### src/rtl/keypad_scanner.sv
// -----------------------------------------------------------------------------
// keypad_scanner
//
// Scans an active-low NumRows x NumCols key matrix one row at a time,
// synchronizes the column lines, and debounces whole-matrix snapshots.
// keys_o only takes a new value after DebounceScans consecutive identical
// full scans.
//
// Ports:
//   clk_i        in   1                system clock
//   rst_ni       in   1                asynchronous, active-low reset
//   cols_i       in   NumCols          raw column lines, pulled up, low = pressed
//   rows_o       out  NumRows          active-low one-hot row drive, '1 = idle
//   keys_o       out  NumRows*NumCols  debounced key state, bit r*NumCols+c
//   changed_o    out  1                pulse in the cycle keys_o takes a new value
//   scan_done_o  out  1                pulse in the compare cycle of every scan
//
// Build option:
//   GHOST_REJECT_EN  when defined, a scan containing a ghosting rectangle
//                    (two rows sharing two or more pressed columns) is
//                    treated as unstable and never reaches keys_o.
// -----------------------------------------------------------------------------
module keypad_scanner #(
  parameter int NumRows       = 4,
  parameter int NumCols       = 4,
  parameter int SettleCycles  = 16,
  parameter int DebounceScans = 4
) (
  input  logic                       clk_i,
  input  logic                       rst_ni,
  input  logic [NumCols-1:0]         cols_i,
  output logic [NumRows-1:0]         rows_o,
  output logic [NumRows*NumCols-1:0] keys_o,
  output logic                       changed_o,
  output logic                       scan_done_o
);

  localparam int NumKeys = NumRows * NumCols;
  localparam int RowW    = (NumRows > 1) ? $clog2(NumRows) : 1;
  localparam int SetW    = $clog2(SettleCycles);
  localparam int StbW    = (DebounceScans > 1) ? $clog2(DebounceScans) : 1;

  localparam logic [RowW-1:0] LastRow    = RowW'(NumRows - 1);
  localparam logic [SetW-1:0] LastSettle = SetW'(SettleCycles - 1);
  localparam logic [StbW-1:0] StableMax  = StbW'(DebounceScans - 1);

  // The two synchronizer flops eat two of the settle cycles, so fewer than
  // three would leave no real settling time before the sample.
  generate
    if (SettleCycles < 3) begin : g_settle_check
      $error("keypad_scanner: SettleCycles must be at least 3");
    end
  endgenerate

  typedef enum logic [1:0] {
    ST_DRIVE   = 2'd0,
    ST_SAMPLE  = 2'd1,
    ST_COMPARE = 2'd2
  } state_t;

  state_t               r_state, w_state_next;
  logic [NumCols-1:0]   r_sync1, r_sync2;
  logic [NumCols-1:0]   w_pressed;
  logic [SetW-1:0]      r_settle, w_settle_next;
  logic [RowW-1:0]      r_row, w_row_next;
  logic [NumKeys-1:0]   r_scan, w_scan_next;
  logic [NumKeys-1:0]   r_prev, w_prev_next;
  logic [StbW-1:0]      r_stable, w_stable_next;
  logic [NumKeys-1:0]   r_keys, w_keys_next;
  logic                 r_changed, w_changed_next;
  logic [NumRows-1:0]   r_rows, w_rows_next;
  logic                 w_ghost;

  // Columns are pulled up, so a low line means the key is pressed.
  assign w_pressed = ~r_sync2;

`ifdef GHOST_REJECT_EN
  // One flag per unordered row pair: set when the pair shares at least two
  // pressed columns. x & (x-1) is non-zero exactly when x has two or more bits.
  logic [NumRows*NumRows-1:0] w_pair;

  genvar gi, gj;
  generate
    for (gi = 0; gi < NumRows; gi++) begin : g_row_a
      for (gj = 0; gj < NumRows; gj++) begin : g_row_b
        if (gj > gi) begin : g_pair
          logic [NumCols-1:0] w_common;
          assign w_common = r_scan[gi*NumCols +: NumCols] & r_scan[gj*NumCols +: NumCols];
          assign w_pair[gi*NumRows+gj] = |(w_common & (w_common - NumCols'(1)));
        end else begin : g_none
          assign w_pair[gi*NumRows+gj] = 1'b0;
        end
      end
    end
  endgenerate

  assign w_ghost = |w_pair;
`else
  assign w_ghost = 1'b0;
`endif

  always_comb begin
    w_state_next   = r_state;
    w_settle_next  = r_settle;
    w_row_next     = r_row;
    w_scan_next    = r_scan;
    w_prev_next    = r_prev;
    w_stable_next  = r_stable;
    w_keys_next    = r_keys;
    w_changed_next = 1'b0;

    case (r_state)
      ST_DRIVE: begin
        if (r_settle == LastSettle) begin
          w_state_next = ST_SAMPLE;
        end else begin
          w_settle_next = r_settle + SetW'(1);
        end
      end

      ST_SAMPLE: begin
        w_scan_next[r_row*NumCols +: NumCols] = w_pressed;
        if (r_row == LastRow) begin
          w_state_next = ST_COMPARE;
        end else begin
          w_row_next    = r_row + RowW'(1);
          w_settle_next = '0;
          w_state_next  = ST_DRIVE;
        end
      end

      ST_COMPARE: begin
        if (w_ghost) begin
          w_stable_next = '0;
        end else if (r_scan != r_prev) begin
          w_stable_next = '0;
          w_prev_next   = r_scan;
        end else if (r_stable != StableMax) begin
          w_stable_next = r_stable + StbW'(1);
        end
        // In the non-ghost case the updated previous scan equals r_scan, which
        // also lets DebounceScans=1 publish on the very first differing scan.
        if (!w_ghost && (w_stable_next == StableMax) && (r_scan != r_keys)) begin
          w_keys_next    = r_scan;
          w_changed_next = 1'b1;
        end
        w_row_next    = '0;
        w_settle_next = '0;
        w_state_next  = ST_DRIVE;
      end

      default: begin
        w_state_next = ST_DRIVE;
      end
    endcase

    // Row drive is registered from the next state so it is glitch-free and
    // stays asserted through the sample cycle.
    if (w_state_next == ST_COMPARE) begin
      w_rows_next = '1;
    end else begin
      w_rows_next = ~(NumRows'(1) << w_row_next);
    end
  end

  always_ff @(posedge clk_i or negedge rst_ni) begin
    if (!rst_ni) begin
      r_state   <= ST_DRIVE;
      r_sync1   <= '1;
      r_sync2   <= '1;
      r_settle  <= '0;
      r_row     <= '0;
      r_scan    <= '0;
      r_prev    <= '0;
      r_stable  <= '0;
      r_keys    <= '0;
      r_changed <= 1'b0;
      r_rows    <= '1;
    end else begin
      r_state   <= w_state_next;
      r_sync1   <= cols_i;
      r_sync2   <= r_sync1;
      r_settle  <= w_settle_next;
      r_row     <= w_row_next;
      r_scan    <= w_scan_next;
      r_prev    <= w_prev_next;
      r_stable  <= w_stable_next;
      r_keys    <= w_keys_next;
      r_changed <= w_changed_next;
      r_rows    <= w_rows_next;
    end
  end

  assign rows_o      = r_rows;
  assign keys_o      = r_keys;
  assign changed_o   = r_changed;
  assign scan_done_o = (r_state == ST_COMPARE);

endmodule

### config.mk
export PLATFORM = sky130hd
export DESIGN_NAME = keypad_scanner
export DESIGN_NICKNAME = d
export VERILOG_FILES = /design/src/rtl/keypad_scanner.sv
export SDC_FILE = /design/constraint.sdc
export NUM_CORES = 1
export LEC_CHECK = 0
export BUFFER_PORTS_ARGS = -buffer_cell sky130_fd_sc_hd__clkbuf_2
export CAP_MARGIN = 20
export CORE_UTILIZATION = 28
export CTS_CLUSTER_SIZE = 16
export DETAILED_ROUTE_END_ITERATION = 7
export HOLD_SLACK_MARGIN = 0.08
export PLACE_DENSITY_LB_ADDON = 0.1
export SETUP_SLACK_MARGIN = 0.02
export SLEW_MARGIN = 10
export SYNTH_ARGS = -nofsm -noshare
export SYNTH_HDL_FRONTEND = slang
export SYNTH_SLANG_ARGS = --single-unit
### constraint.sdc
create_clock -name clk_i -period 4.8 [get_ports clk_i]
set_clock_uncertainty 0.2 [all_clocks]
set_input_delay 1.44 -clock clk_i [delete_from_list [all_inputs] [get_ports clk_i]]
set_output_delay 1.44 -clock clk_i [all_outputs]
set_load 0.05 [all_outputs]
==> Yosys cells after proc, flatten, opt, wreduce, memory -nomap -nowiden <==
Cells that the tools add are included.
{ "totals": {"register_bits": 71, "inputBits": 6, "word_cells": 52} }
{ "op_classes": {"addsub": 4, "eq_ne": 11, "n_shift": 3, "muxes": 15, "bitwise": 2, "reduce_logical": 6} }
{ "ops": {"columns": ["cell", "n"], "rows": [
  ["negator 4 -> 34 bit", 1],
  ["variable shift 4 x 34 -> 16 bit (first input constant)", 1],
  ["indexed part select 4 x 34 -> 16 bit", 1],
  ["inequality test 16 bit", 2],
  ["bitwise mux 16 bit", 1],
  ["2-to-1 mux 2 bit", 6],
  ["2-to-1 mux 4 bit", 3],
  ["one-hot mux 4 bit (3 select lines)", 1],
  ["== test 2 bit (second input constant)", 4],
  ["inverter 4 bit", 2],
  ["one-hot mux 2 bit (2 select lines)", 2],
  ["inequality test 2 bit (second input constant)", 3],
  ["adder 2 x 1 -> 2 bit (second input constant)", 2],
  ["adder 4 x 1 -> 4 bit (second input constant)", 1],
  ["== test 4 bit (second input constant)", 1],
  ["AND reduction 2 bit", 2],
  ["left shift 1 x 2 -> 4 bit (first input constant)", 1],
  ["AND reduction 3 bit", 1],
  ["nonzero test 3 bit", 1],
  ["== test 2 x 1 -> 1 bit (second input constant)", 1],
  ["zero test 2 bit", 1],
  ["2-to-1 mux 1 bit", 2],
  ["logical AND 1 bit", 1]
]} }

==> Longest topological paths before layout <==
{ "logic_depth": {"depth_word": 8, "mapped_depth": 8} }

==> Worst setup path after synthesis <==
OpenSTA, ideal clock, no wires.
{ "synth_path": {"path_kind": "reg-to-output", "from": "reg r_state[0]", "to": "out scan_done_o", "arrival_time_ns": 1.007, "t_required_ns": 3.160, "path_slack_ns": 2.153, "stages_incl_launch_ff": 3, "path_cell_list": "dfrtp_1 -> inv_1 -> ha_1"} }
{ "synth_via": {"elab_chain_cells": 1} }
{ "synth_lines": {"columns": ["element", "line", "rtl"], "rows": [
  ["from (decl)", "61", "state_t r_state, w_state_next;"],
  ["from (signal assigned)", "180", "r_state <= w_state_next;"],
  ["== test 2 bit", "197", "assign scan_done_o = (r_state == ST_COMPARE);"],
  ["to (decl)", "35", "output logic scan_done_o"]
]} }
Every way passes these cells.

==> Worst setup path in the final report <==
Ends and elaborated chain as after synthesis.

==> results.yml <==
global_route:
  grt_busiest_layer: "met2"
  grt_pass1_vias: 2024
  grt.overflow.total: 0
  track_usage_pct: 12.9
  antenna_found_initial: 0
  grt_max_degree: 72
  grt_pass1_wl_um: 11100
  use_met1_pct: 18.3
  use_met3_pct: 3.62
  grt_use_met2_pct: 18.6
power:
  ir_worst_vdd_uv: 118
  power_frac_seq_pct: 48.9
  p_comb_share_pct: 2.1
  p_leak_nw: 1.82
  p_switching_w: 0.000284
  clkPwrFrac_pct: 49.0
  power.density_mw_per_mm2: 338
  intPower_w: 0.000980
  switching_share_pct: 22.5
synth:
  synth_ff_type: "dfrtp_1"
  seq_area_frac_synth_pct: 56.5
  avgSynthCellArea_um2: 12.8
  synth.area.top_cells: "dfrtp_1, dfstp_2, mux2_2, ha_1, xnor2_1"
  synthDistinctLibCells: 32
  syn-num-nets: 266
  yosysMostFrequentCell: "dfrtp_1"
  syn_inst: 248
  synth_warnings: 0
  synthDominantCellAreaShare_pct: 46.5
  yosys.area.top_type: "dfrtp_1"
  async_flop_share_pct: 100
  synth_edf_count: 0
  syn_area_mm2: 0.00317
  ys_seq_elements: 71
  synthTopCellsByCount: "dfrtp_1, nand2_1, mux2_2, xnor2_1, xor2_1"
clock_tree:
  cts_resized: 0
  cts_hold_buf: 0
  clk_pin_slew_ns: 0.06
  clkLatencyLatePin_ns: 0.33
  cts_inserted_buffers: 9
  post-cts-setup-buffer-count: 0
  cts_root_buf: "clkbuf_16"
  cts_tree: "built"
  htree_levels: 3
  clock_sinks: 71
  clk_path_buf_depth: 2
timing:
  post-route-period-util_pct: 65.1
  fmax_ghz: 0.320
  setup_tns_ns: 0
  min_period_ns: 3.12
  finalSetupViolCount: 0
  max_slew_margin_pct: 37.5
  rsz0062_at_grt: "false"
  drv_slew: 0
  timing.hold.ws_ns: 0.155
  setup_ws_ns: 1.68
  hold_viol: 0
  tightest_slew_ns: 0.938
placement:
  pre_cts_ws_ns: 2.01
  portBuffers: 27
  gp_routability_congestion: 0.714
  dp_hpwl_um: 4600
  placed_area_mm2: 0.00347
  dp.cells: 412
floorplanning:
  core_mm2: 0.0109
  num_rows: 38
  die_h_um: 108
  ios: 28
  die_w_um: 108
  start_util_pct: 29.0
  die_area_mm2: 0.0118
worst_hold_path:
  hp-class: "reg2reg"
  min_to: "r_sync2[2]"
  hold_depth: 0
  holdCritStartpoint: "r_sync1[2]"
final_layout:
  syn2layout_area_growth_pct: 18.0
  nNetsFinal: 301
  final_cells: 428
  antenna_cells: 0
  drive_gt1_share_pct: 30.9
  design_area_mm2: 0.00374
drt:
  post_drt_wl_per_cell_um: 15.4
  drtIter0Drc: 57
  via_count: 1919
  drcViolationCount: 0
  drtAntennaViolNets: 0
  first_pass_iters: 5
  vias_per_cell: 4.48
  totalWireLength_um: 6600
setup_path:
  arrival_ns: 1.48
  reg2reg_to: "keys_o[10]"
  cp_max_fo: 7
  critPathLaunchType: "flop"
  required_ns: 3.16
  reg2reg_slack_ns: 2.13
  crit_path_end_kind: "output pin"
  worstSetupPathType: "reg2out"
  reg2regPathDepth: 6
  timing.rr.start: "r_scan[13]"
outcome:
  status: "finished, final reports clean"
run:
  timing.max_cap.violations: 0
## cell usage in the layout (no fill, tap or decap), drive strengths merged, types with 2 or more instances in the layout
cell type | synthesis | routed
nand2b | 3 | 3
nor4 | 5 | 5
a21oi | 3 | 3
nand2 | 28 | 28
o22ai | 2 | 2
o31ai | 5 | 5
inv | 7 | 7
xnor2 | 16 | 16
clkbuf | 2 | 37
ha | 12 | 12
clkinvlp | 0 | 4
o21ai | 8 | 8
o41ai | 9 | 9
a22o | 3 | 3
dfstp | 12 | 12
nor2 | 8 | 8
xor2 | 16 | 16
nand4 | 5 | 5
buf | 3 | 3
dfrtp | 59 | 59
or3 | 2 | 2
mux2 | 32 | 32
## flip-flops by register name, summed over array words and instances (netlist names)
register   count
r_settle       4
keys_o        16
r_stable       2
rows_o         4
r_scan        16
changed_o      1
r_prev        16
r_state        2
r_sync1        4
r_row          2
r_sync2        4
## per-stage QoR
step | total power (W) | utilization [%]
finish | 0.00126 | 34.2
detailed placement | 0.000657 | 31.7
CTS | 0.00129 | 34.2
global route | 0.00133 | 34.2
global placement | 0.000658 | 31.7
floorplan | 0.000635 | -
## cell families after synthesis
logic type	synth area share, %
xor gates and xnor gates	8.83
adders and majority gates	4.73
DFF	56.5
and+or+nand+nor	8.36
AOI/OAI and AO/OA	7.37
buffers and inverters	1.81
muxes	12.4
## worst max path at each step
stage	from	end	slack [ns]	cells past startpoint
6_report	r_state[0]	scan_done_o	1.68	3
3_3_place_gp	r_state[0]	scan_done_o	2.03	3
5_1_grt	r_state[0]	scan_done_o	1.58	3
2_1_floorplan	r_state[0]	scan_done_o	2.15	2
4_1_cts	r_state[0]	scan_done_o	1.65	3
3_5_place_dp	r_state[0]	scan_done_o	2.01	3
## power groups by stage
| stage | clock [W] | sequential, W | combinational, W |
|---|---|---|---|
| after floorplan | 0 | 0.000625 | 0.0000101 |
| after global placement | 0 | 0.000630 | 0.0000281 |
| after detailed placement | 0 | 0.000629 | 0.0000278 |
| after CTS | 0.000641 | 0.000619 | 0.0000278 |
| after global routing | 0.000676 | 0.000619 | 0.0000316 |
| final | 0.000619 | 0.000619 | 0.0000261 |
## routing by layer
layer	vias up	wire (µm)
li1	949	-
met1	930	3410
met2	32	2880
met3	8	203
met4	0	93
met5	-	0
## cell type report
class | count | area, µm²
timing repair buffer | 29 | 150
clock inverter | 5 | 35.0
tap | 140 | 175
sequential | 71 | 1790
inverter | 7 | 26.3
multi-input combinational | 165 | 1320
fill | 1117 | 7190
clock buffer | 11 | 243
## worst max-delay path: stages, from the launching register on
cell,delay [ns]
dfrtp_1,0.41
inv_1,0.09
ha_1,0.32
clkbuf_2,0.34
(Power assumes the default switching activity.)
